## src/rtl/parity_pkg.sv

```systemverilog
// Shared definitions for the parity arbiter.
//   state_e   : arbiter FSM state encoding
//   DefaultDw : default data width, matches the parity engine data_in
//   parity8() : reference {even, odd} parity of one byte, for benches and models
package parity_pkg;

  localparam int unsigned DefaultDw = 8;

  typedef enum logic [2:0] {
    StIdle   = 3'd0,
    StIssue  = 3'd1,
    StWaitHi = 3'd2,
    StWaitLo = 3'd3,
    StResp   = 3'd4
  } state_e;

  // even = 1 when the byte holds an even number of ones; odd is its complement.
  function automatic logic [1:0] parity8(input logic [7:0] b);
    parity8 = {~^b, ^b};
  endfunction

endpackage

```

## src/rtl/rr_pick.sv

```systemverilog
// Round-robin picker: combinational search of the request vector starting at the
// rotating pointer, wrapping at N_REQ.
//   i_req     : request levels
//   i_rr_ptr  : index where the search starts
//   o_win_oh  : one-hot winner (0 when no request)
//   o_win_idx : binary index of the winner
//   o_any     : at least one request present
module rr_pick #(
  parameter int unsigned N_REQ = 4,
  parameter int unsigned IW    = $clog2(N_REQ)
) (
  input  logic [N_REQ-1:0] i_req,
  input  logic [IW-1:0]    i_rr_ptr,
  output logic [N_REQ-1:0] o_win_oh,
  output logic [IW-1:0]    o_win_idx,
  output logic             o_any
);

  int unsigned w_idx;
  logic        w_found;

  always_comb begin
    o_win_oh  = '0;
    o_win_idx = '0;
    w_found   = 1'b0;
    w_idx     = 0;
    for (int unsigned k = 0; k < N_REQ; k++) begin
      w_idx = (32'(i_rr_ptr) + k) % N_REQ;
      if (!w_found && i_req[IW'(w_idx)]) begin
        w_found               = 1'b1;
        o_win_oh[IW'(w_idx)]  = 1'b1;
        o_win_idx             = IW'(w_idx);
      end
    end
    o_any = w_found;
  end

endmodule

```

## src/rtl/parity_arbiter.sv

```systemverilog
// Round-robin scheduler sharing one parity engine among N_REQ requesters.
// A winner is chosen in IDLE, its byte is latched onto eng_data, the engine is
// started with a one-cycle pulse, busy rise and fall are awaited (each with a
// timeout), and the result is returned to the owner with a one-cycle rsp_valid.
//   clk, reset        : clock, synchronous active-high reset
//   req, req_data     : per-requester request level and byte
//   gnt               : one-hot owner of the current transaction
//   rsp_valid         : one-hot response pulse to the owner
//   rsp_even/odd/err  : result and timeout flag, held until the next response
//   eng_start/data    : engine start pulse and operand
//   eng_busy/even/odd : engine status and result
module parity_arbiter
  import parity_pkg::*;
#(
  parameter int unsigned N_REQ   = 4,
  parameter int unsigned DW      = DefaultDw,
  parameter int unsigned TIMEOUT = 64
) (
  input  logic                clk,
  input  logic                reset,
  input  logic [N_REQ-1:0]    req,
  input  logic [N_REQ*DW-1:0] req_data,
  output logic [N_REQ-1:0]    gnt,
  output logic [N_REQ-1:0]    rsp_valid,
  output logic                rsp_even,
  output logic                rsp_odd,
  output logic                rsp_err,
  output logic                eng_start,
  output logic [DW-1:0]       eng_data,
  input  logic                eng_busy,
  input  logic                eng_even,
  input  logic                eng_odd
);

  localparam int unsigned IW = $clog2(N_REQ);
  localparam int unsigned TW = $clog2(TIMEOUT);

  state_e           r_state;
  state_e           w_state_d;
  logic [N_REQ-1:0] r_gnt;
  logic [IW-1:0]    r_owner;
  logic [IW-1:0]    r_rr_ptr;
  logic [DW-1:0]    r_eng_data;
  logic [TW-1:0]    r_tmo_cnt;
  logic             r_rsp_even;
  logic             r_rsp_odd;
  logic             r_rsp_err;

  logic [N_REQ-1:0] w_win_oh;
  logic [IW-1:0]    w_win_idx;
  logic             w_any;
  logic             w_tmo_hit;
  logic             w_in_wait;

  rr_pick #(
    .N_REQ(N_REQ),
    .IW   (IW)
  ) u_rr_pick (
    .i_req    (req),
    .i_rr_ptr (r_rr_ptr),
    .o_win_oh (w_win_oh),
    .o_win_idx(w_win_idx),
    .o_any    (w_any)
  );

  always_comb begin
    w_state_d = r_state;
    w_tmo_hit = (r_tmo_cnt == TW'(TIMEOUT - 1));
    w_in_wait = (r_state == StWaitHi) || (r_state == StWaitLo);
    case (r_state)
      StIdle:   if (w_any) w_state_d = StIssue;
      StIssue:  w_state_d = StWaitHi;
      // Busy already high before the start pulse is never seen here: it is
      // only sampled from WAIT_HI onward.
      StWaitHi: begin
        if (eng_busy)       w_state_d = StWaitLo;
        else if (w_tmo_hit) w_state_d = StResp;
      end
      StWaitLo: begin
        if (!eng_busy)      w_state_d = StResp;
        else if (w_tmo_hit) w_state_d = StResp;
      end
      StResp:   w_state_d = StIdle;
      default:  w_state_d = StIdle;
    endcase
  end

  always_ff @(posedge clk) begin
    if (reset) begin
      r_state    <= StIdle;
      r_gnt      <= '0;
      r_owner    <= '0;
      r_rr_ptr   <= '0;
      r_eng_data <= '0;
      r_tmo_cnt  <= '0;
      r_rsp_even <= 1'b0;
      r_rsp_odd  <= 1'b0;
      r_rsp_err  <= 1'b0;
    end else begin
      r_state <= w_state_d;

      // Cleared on every state change so each busy edge gets its own budget.
      if (w_in_wait && (w_state_d == r_state)) r_tmo_cnt <= r_tmo_cnt + TW'(1);
      else                                     r_tmo_cnt <= '0;

      case (r_state)
        StIdle: begin
          if (w_any) begin
            r_gnt      <= w_win_oh;
            r_owner    <= w_win_idx;
            r_eng_data <= req_data[w_win_idx*DW +: DW];
          end
        end
        StWaitHi: begin
          if (!eng_busy && w_tmo_hit) begin
            {r_rsp_even, r_rsp_odd, r_rsp_err} <= 3'b001;
          end
        end
        StWaitLo: begin
          if (!eng_busy) begin
            {r_rsp_even, r_rsp_odd, r_rsp_err} <= {eng_even, eng_odd, 1'b0};
          end else if (w_tmo_hit) begin
            {r_rsp_even, r_rsp_odd, r_rsp_err} <= 3'b001;
          end
        end
        StResp: begin
          r_gnt <= '0;
          // Pointer moves past the owner so a still-high owner waits a full rotation.
          if (r_owner == IW'(N_REQ - 1)) r_rr_ptr <= '0;
          else                           r_rr_ptr <= r_owner + IW'(1);
        end
        default: ;
      endcase
    end
  end

  assign gnt       = r_gnt;
  assign rsp_valid = (r_state == StResp) ? r_gnt : '0;
  assign eng_start = (r_state == StIssue);
  assign eng_data  = r_eng_data;
  assign rsp_even  = r_rsp_even;
  assign rsp_odd   = r_rsp_odd;
  assign rsp_err   = r_rsp_err;

endmodule

```

## config.mk

```make
export PLATFORM = sky130hd
export DESIGN_NAME = parity_arbiter
export DESIGN_NICKNAME = d
export VERILOG_FILES = /design/src/rtl/parity_pkg.sv /design/src/rtl/rr_pick.sv /design/src/rtl/parity_arbiter.sv
export SDC_FILE = /design/constraint.sdc
export NUM_CORES = 1
export LEC_CHECK = 0
export CORE_AREA = 2 2 69 71
export CTS_CLUSTER_SIZE = 16
export DETAILED_ROUTE_END_ITERATION = 10
export DIE_AREA = 0 0 71 73
export GPL_TIMING_DRIVEN = 0
export PLACE_DENSITY = 0.78
export SETUP_SLACK_MARGIN = 0.15
export SYNTH_ARGS = -nofsm -noshare
export SYNTH_HDL_FRONTEND = slang
export SYNTH_SLANG_ARGS = --single-unit
```

## constraint.sdc

```tcl
create_clock -name clk -period 4.05 [get_ports clk]
set_input_delay 0.81 -clock clk [delete_from_list [all_inputs] [get_ports clk]]
set_output_delay 0.81 -clock clk [all_outputs]
set_load 0.03 [all_outputs]
```

* Yosys cells after proc, flatten, opt, wreduce, memory -nomap -nowiden
Cells that the tools add are included.
** Word-level totals
- Register bits after elaboration :: 28
- Bits in latches :: 0
- Memory bits (writable) :: 0
- Bits in read-only memories :: 0
- Word-level logic and storage cells :: 105
- Memories kept :: 0
** Operators by class
- $add $sub $neg :: 5
- Multipliers :: 0
- Divide/modulo/power cells :: 0
- $lt $le $gt $ge :: 8
- Equal/unequal tests :: 10
- Shift-type cells :: 1
- Multiplexer cells :: 47
- Bitwise gates (word level) :: 4
- Reduce and logical (&&, ||, !) cells :: 21
** Operators with widths (number)
- $shiftx A32 B6 Y8 :: 1
- $mux W4 :: 6
- $mux W1 :: 19
- $lt A2 B3 Y1 const B :: 4
- $mux W3 :: 4
- $or A4 B4 Y4 :: 3
- $pmux W3 S4 :: 1
- $mux W2 :: 5
- $logic_and A1 B1 Y1 :: 9
- $bmux W1 S2 :: 4
- $demux W1 S2 :: 4
- $ge A2 B1 Y1 const B :: 4
- $pmux W4 S2 :: 1
- $add A6 B1 Y6 const B :: 1
- $eq A3 B2 Y1 const B :: 2
- $eq A6 B6 Y1 const B :: 1
- $pmux W1 S2 :: 3
- $add A2 B1 Y2 const B :: 2
- $add A2 B2 Y2 const B :: 2
- $logic_not A1 Y1 :: 4
- $ne A2 B1 Y1 const B :: 2
- $reduce_and A2 Y1 :: 2
- $reduce_bool A2 Y1 :: 2
- $eq A3 B1 Y1 const B :: 1
- other kinds (9) :: 9

* Longest topological paths before layout
Gate-level depths: netlist (run 1).
- Depth in word-level cells :: 18
- Depth in mapped cells :: 13

* Modules after synthesis
A second synthesis (run 1) with hierarchy kept.
** Unflattened totals
- Cell total of the unflattened synthesis :: 198
- Area, all modules :: 1833.0 um^2
** Modules (own cells, without submodules)
- parity_arbiter :: times used 1, cells an instance 153, area each 1413.9 um^2, sequential area each 560.5 um^2
- rr_pick :: times used 1, cells an instance 45, area each 419.2 um^2, sequential area each 0.0 um^2

* Worst setup path before layout (run 1)
Ideal clock, no wire load.
- Path kind :: register -> register
- Start point :: register r_rr_ptr[0]
- End point :: register r_eng_data[5] (netlist: eng_data[5])
- Data arrival time :: 2.753 ns
- Required time :: 3.928 ns
- Setup slack :: 1.176 ns
- Stages on the path, launching flop included :: 14
- Path through :: dfxtp_1 -> buf_2 -> inv_1 -> ha_1 -> buf_2 -> mux4_2 -> buf_6 -> nor2b_4 -> a211o_1 -> buf_6 -> buf_12 -> mux2i_1 -> a22oi_1 -> a221o_1
** Between the ends
- Cells in the longest elaborated chain, start to end :: 13
- Elaborated cells on any way between the ends :: 27
- Classes of those cells :: add/sub (3); shift (1); mux (16); reduce/logical (7)
** RTL lines
- from (decl) :: line parity_arbiter.sv:42 : logic [IW-1:0] r_rr_ptr;
- from (signal assigned) :: line parity_arbiter.sv:130 : else r_rr_ptr <= r_owner + IW'(1);
- parallel branches: the longest is 13 deep, another holds $add A2 B1 Y2
- to (signal assigned) :: line parity_arbiter.sv:111 : r_eng_data <= req_data[w_win_idx*DW +: DW];
- to (decl) :: line parity_arbiter.sv:43 : logic [DW-1:0] r_eng_data;
Parallel ways; which one is timed is not known. The select of a mux whose other input is x is not followed.
A chain may end at the register's enable or synchronous reset.

* Final worst setup path (run 1)
- Start point :: register r_rr_ptr[0]
- End point :: register r_eng_data[3] (netlist: eng_data[3])
The elaborated chain is that of the path after synthesis.

==> flow_summary.toml, run 1 <==
[synth]
synthFlopType = "dfxtp_1"
seq_area_frac_synth_pct = 27.9
synth.avg_cell_area_um2 = 8.70
synth.ff_latch_count = 28
synth_cell_types = 42
synth_cells = 231
synth_fp_nets = 282
synth_warnings = 0
synth-async-reset-ratio_pct = 0
netlist_area_mm2 = 0.00201
synth_edf_count = 0

[floorplan]
die_w_um = 71
io-pin-count = 61
die_h_um = 73
die_area_mm2 = 0.00518
rows = 25
start_util_pct = 44.3
core_area_mm2 = 0.00454

[placed_design]
place_area_mm2 = 0.00268
hpwl_mm = 3.80
gp_congestion = 0.831
preCtsSetupSlack_ns = 0.670
io_buffer_count = 60

[timing]
rsz0062_at_grt = "no"
final-setup-viol-count = 0
skew_ns = 0.00417
tightest_slew_ns = 0.610
relSlewSlack_pct = 59.3
hold_violations = 0
timing.setup.tns_ns = 0
max_freq_mhz = 307
whs_ns = 0.458
drv_slew = 0
finalCriticalPeriod_ns = 3.26
period_share_pct = 80.4
worst_slack_ns = 0.794

[clocking]
cts_hold_buf = 0
cts_buffers = 3
path_clk_slew_ns = 0.10
tritoncts = "done"
clock_sinks = 28
htreeDepth = 1
cts_resized = 0
post_cts_buffers = 0
cts_root_buffer = "clkbuf_8"
cts_buffer_depth = 2
clk_latency_ns = 0.27

[final_layout]
syn_to_final_growth_pct = 36.8
finalInstanceArea_mm2 = 0.00275
drive_gt1_share_pct = 6.10
n_antenna_cell = 0
final_net_count = 347
n_fill_cell = 406

[grt]
grt_overflow = 0
track_usage_pct = 18.9
grt_max_degree = 17
grt_pass1_vias = 1840
grt_pass1_wl_mm = 8.11
antenna_found_initial = 0

[power_and_ir_drop]
ir_drop_mv = 0.182
p_leak_uw = 0.00109
power_density_mw_per_mm2 = 295

[critical_path]
r2r_end = "eng_data[3]"
cp-start-kind = "flip-flop"
rrSetupSlack_ns = 0.79
rr_worst_depth = 13
required_ns = 4.22
critPathArrivalTime_ns = 3.43
cp_max_fo = 10
cp-end-kind = "flip-flop"
path_class = "flip-flop to flip-flop"
worstReg2RegStart = "r_rr_ptr[0]"

[route]
drc = 0
ant_nets = 0
wl_per_cell_um = 14.4
drtPass1Iterations = 4
routed-wl-met3_um = 183
vias_per_cell = 5.68
highest_layer = "met4"
vias = 1982
wirelength_mm = 5.02
wl_met1_mm = 2.40
drt-initial-drc-count = 119
wl_met2_mm = 2.41

[min_path]
worstHoldPathCells = 1
min_path_type = "flip-flop to flip-flop"
worstHoldStart = "r_tmo_cnt[0]"
hold-path-endpoint = "r_tmo_cnt[0]"

[outcome]
status = "completed"

[run]
maxCapViolCount = 0
## sequential cells by signal, indices dropped and copies added, names as in the netlist
signal     count
gnt            4
rsp_even       1
eng_data       8
rsp_odd        1
r_rr_ptr       2
r_tmo_cnt      6
r_owner        2
r_state        3
rsp_err        1
## cells in the mapped netlist, drive strengths merged (2+ instances only)
master	instances	area, µm²
xnor2	3	26.3
mux2i	18	180
dfxtp	28	561
and3	8	50.1
nor3	7	35.0
o22ai	16	100
nor2	33	124
o21bai	2	26.3
clkbuf	4	15.0
nor2b	2	20.0
mux4	4	90.1
nand3	3	15.0
a221oi	4	35.0
a221o	8	80.1
nor3b	4	30.0
a21oi	7	35.0
inv	5	18.8
o21ai	7	35.0
buf	7	62.6
ha	10	125
a22oi	13	97.6
nand2	11	41.3
nand2b	5	31.3
o21a	9	67.6
## placed cells by master, fill, tap and decap left out, types with 2 or more instances in the layout
cell type / instances
a221oi_1: 4
and3_1: 8
nand2_1: 11
nor2_1: 33
o21ai_0: 6
o21a_1: 9
ha_1: 10
buf_6: 2
mux4_2: 4
clkdlybuf4s50_1: 60
nand3_1: 3
a22oi_1: 13
clkbuf_8: 3
a221o_1: 8
clkbuf_1: 4
inv_1: 5
xnor2_1: 3
nor3b_1: 4
buf_2: 4
dfxtp_1: 28
mux2i_1: 18
o22ai_1: 16
a21oi_1: 7
nand2b_1: 5
nor3_1: 7
## worst max-delay path, cell delays in order, from the launching register on
cell and delay, ns:
dfxtp_1 0.51, buf_2 0.28, inv_1 0.17, ha_1 0.30
buf_2 0.18, mux4_2 0.33, buf_6 0.16, nor2b_4 0.18
a211o_1 0.14, buf_6 0.14, buf_12 0.15, mux2i_1 0.18
o22ai_1 0.14, a221o_1 0.28
## per-layer routing
layer  global-route usage, %  vias to the layer above
li1                        -                     1002
met1                    25.3                      928
met2                    32.7                       48
met3                    2.76                        4
met4                    3.77                        0
met5                       0                        -
## worst max-delay path by stage
stage | startpoint | to | slack, ns | cells past startpoint
after floorplan | r_rr_ptr[0] | eng_data[5] | 1.18 | 13
after global placement | req[3] | eng_data[3] | 0.70 | 10
after detailed placement | req[3] | eng_data[3] | 0.67 | 10
after CTS | r_rr_ptr[0] | eng_data[3] | 0.78 | 13
after global routing | r_rr_ptr[0] | eng_data[4] | 0.52 | 13
final | r_rr_ptr[0] | eng_data[3] | 0.79 | 13
## per-stage QoR
| step | std cells | power, µW | utilization, % |
|---|---|---|---|
| after CTS | 349 | 812 | 60.6 |
| final | 349 | 810 | 60.6 |
| after detailed placement | 345 | 593 | 59.0 |
| after floorplan | 231 | 482 | - |
| after global routing | 349 | 845 | 60.6 |
| after global placement | 345 | 590 | 59.0 |
## logic make-up after synthesis
logic type      count (synthesis)  share of synthesized area [%]
mux                            22                           13.4
fa+ha+maj                      11                           6.72
compound gates                 73                           26.7
xor+xnor                        4                           1.74
buf+inv                        16                           4.79
simple gates                   77                           18.7
flops                          28                           27.9
## area by class of cell
type	instances	area (µm²)	area share [%]
timing repair buffer	60	601	21.8
sequential	28	561	20.4
buffer	11	77.6	2.82
tap	54	67.6	2.46
inverter	5	18.8	0.683
clock buffer	3	41.3	1.50
clock inverter	1	30.0	1.09
multi-input combinational	187	1350	49.2
## power breakdown
part	internal, µW	switching (µW)
combinational	135	139
sequential	299	16.3
clock	132	89.7
Power figures use the tool's default switching activity.
==> run 2, diff against run 1 <==
- CORE_AREA: 2 2 69 71 -> 2 2 72 74
- DIE_AREA: 0 0 71 73 -> 0 0 74 76
- PLACE_DENSITY: 0.78 -> 0.75
- clock period: 4.05 -> 2.9 ns (I/O delays scaled with it)
==> flow_summary.toml, run 2 (same netlist as run 1, synthesis figures left out) <==
[route]
drc = 0
vias_per_cell = 5.50
vias = 2051
ant_nets = 0
wirelength_mm = 5.47
wl_per_cell_um = 14.7
drtPass1Iterations = 4
drt-initial-drc-count = 164

[placed_design]
io_buffer_count = 60
place_area_mm2 = 0.00270
gp_congestion = 0.858
hpwl_mm = 3.88
placedCellCount = 361

[critical_path]
crit_family = "compound AO/OA/AOI/OAI gates"
slowest_delay_ns = 0.54
crit_path_top_delay_cell = "o21bai_1"
critPathArrivalTime_ns = 2.87
required_ns = 3.12
cp-end-kind = "flip-flop"
path_class = "flip-flop to flip-flop"
crit_chain = "buf_8 -> clkinvlp_4 -> ha_4 -> buf_6 -> mux4_2 -> buf_6 -> o21bai_1 -> o22ai_1 -> o22ai_1 -> a221o_1"
worst-path-stages = 10
cp-start-kind = "flip-flop"
cp_num_buf_inv = 4
cp_max_fo = 8
rr_worst_depth = 10

[power_and_ir_drop]
internal_power_uw = 710
switchingPower_uw = 337
sw_frac_of_total_pct = 32.2
p_seq_share_pct = 41.8
ir_drop_mv = 0.160
power.share.clock_pct = 19.6
p_leak_uw = 0.00117
combPwrFrac_pct = 38.7
power_density_mw_per_mm2 = 360

[floorplan]
io-pin-count = 61
rows = 26
core_area_mm2 = 0.00491
die_area_mm2 = 0.00562
start_util_pct = 40.9
die_w_um = 74
die_h_um = 76

[timing]
final-setup-viol-count = 0
drv_slew = 0
period_share_pct = 91.6
finalCriticalPeriod_ns = 2.66
hold_violations = 0
relSlewSlack_pct = 55.8
tightest_slew_ns = 0.662
rsz0062_at_grt = "no"
max_freq_mhz = 377
skew_ns = 0.00399

[grt]
grt_max_degree = 15
grt_pass1_vias = 1828
grt_overflow = 0
track_usage_pct = 18.6
antenna_found_initial = 0
grt_pass1_wl_mm = 8.53

[clocking]
clock_sinks = 28
cts_hold_buf = 0
cts_root_buffer = "clkbuf_8"
htreeDepth = 1
path_clk_slew_ns = 0.09
clk_latency_ns = 0.27
tritoncts = "done"
cts_buffer_depth = 2
cts_buffers = 3

[final_layout]
syn_to_final_growth_pct = 44.6
largest_reg_flops = 8
final_common_cell = "clkdlybuf4s50_1"
final_net_count = 356
n_fill_cell = 451
drive_gt1_share_pct = 11.2
finalInstanceArea_mm2 = 0.00291
mostFrequentLayoutCells = "56 x clkdlybuf4s50_1, 33 x nor2_1, 26 x dfxtp_1"
n_antenna_cell = 0
stdcell_count = 373

[min_path]
min_path_type = "flip-flop to flip-flop"
worstHoldPathCells = 1

[run]
maxCapViolCount = 0

[outcome]
status = "completed"
## run 2: cell count changes in the layout (fill, tap and decap cells not counted), sizes merged
cell,change
clkbuf,+1
clkinvlp,+1
inv,-1
clkdlybuf4s50,-4
dlymetal6s2s,+4
bufinv,-1
buf,+8
## run 2: final cells by class
class	count	area [µm²]	area share [%]
Clock buffer	3	41.3	1.42
Timing Repair Buffer	69	708	24.4
Sequential cell	28	568	19.6
Tap cell	70	87.6	3.01
Multi-Input combinational cell	187	1380	47.6
Inverter	5	22.5	0.775
Buffer	11	93.8	3.23
## run 2: what timing repair did
action / CTS / global route
pin swaps: 0 / 2
buffers inserted: 3 / 5
endpoints found under the setup margin: 8 / 8
gates resized for setup: 6 / 11
hold endpoints to repair: 0 / 0
cloned: 0 / 1
## run 2: power groups by stage
| stage | clock [µW] | combinational (µW) | sequential, µW |
|---|---|---|---|
| detailed placement | 0 | 382 | 449 |
| CTS | 210 | 387 | 438 |
| global placement | 0 | 376 | 448 |
| global route | 226 | 434 | 444 |
| floorplan | 0 | 181 | 492 |
| finish | 205 | 405 | 437 |
## run 2: path summary, 6_finish.rpt
path,startpoint,to,slack [ns]
setup reg to reg,r_rr_ptr[0],eng_data[3],0.24
hold reg to reg,r_tmo_cnt[0],r_tmo_cnt[0],0.45
hold / removal,r_tmo_cnt[0],r_tmo_cnt[0],0.45
setup / recovery,r_rr_ptr[0],eng_data[3],0.24
## run 2: per-stage QoR
| stage | hold WS [ns] | TNS [ns] | setup WS, ns | power, µW | util, % |
|---|---|---|---|---|---|
| after global routing | 0.468 | 0 | 0.111 | 1100 | 59.1 |
| after detailed placement | 0.436 | -1.79 | -0.246 | 831 | 55.0 |
| after CTS | 0.451 | 0 | 0.155 | 1040 | 56.7 |
| after global placement | 0.430 | -1.63 | -0.224 | 824 | 55.0 |
| final | 0.454 | 0 | 0.244 | 1050 | 59.1 |
| after floorplan | 0.413 | 0 | 0.163 | 673 | - |
## run 2: routing by layer
layer / part of all wire [%] / vias up / GRT usage [%]
met5: 0 / - / 0
met4: 1.1 / 0 / 4.91
met3: 3.4 / 4 / 1.59
met2: 50 / 44 / 30.2
met1: 46 / 978 / 26.2
li1: - / 1025 / -
## run 2: worst reg2reg max path, stage by stage (launching register included)
cell and delay, ns:
dfxtp_4 0.37, buf_8 0.11, clkinvlp_4 0.11, ha_4 0.27
buf_6 0.12, mux4_2 0.30, buf_6 0.14, o21bai_1 0.54
o22ai_1 0.18, o22ai_1 0.31, a221o_1 0.16
==> run 3, diff against run 2 <==
- HOLD_SLACK_MARGIN: unset -> 0.15
==> results of run 3 <==
Final layout, timing and power as in run 2 (identical DEF).
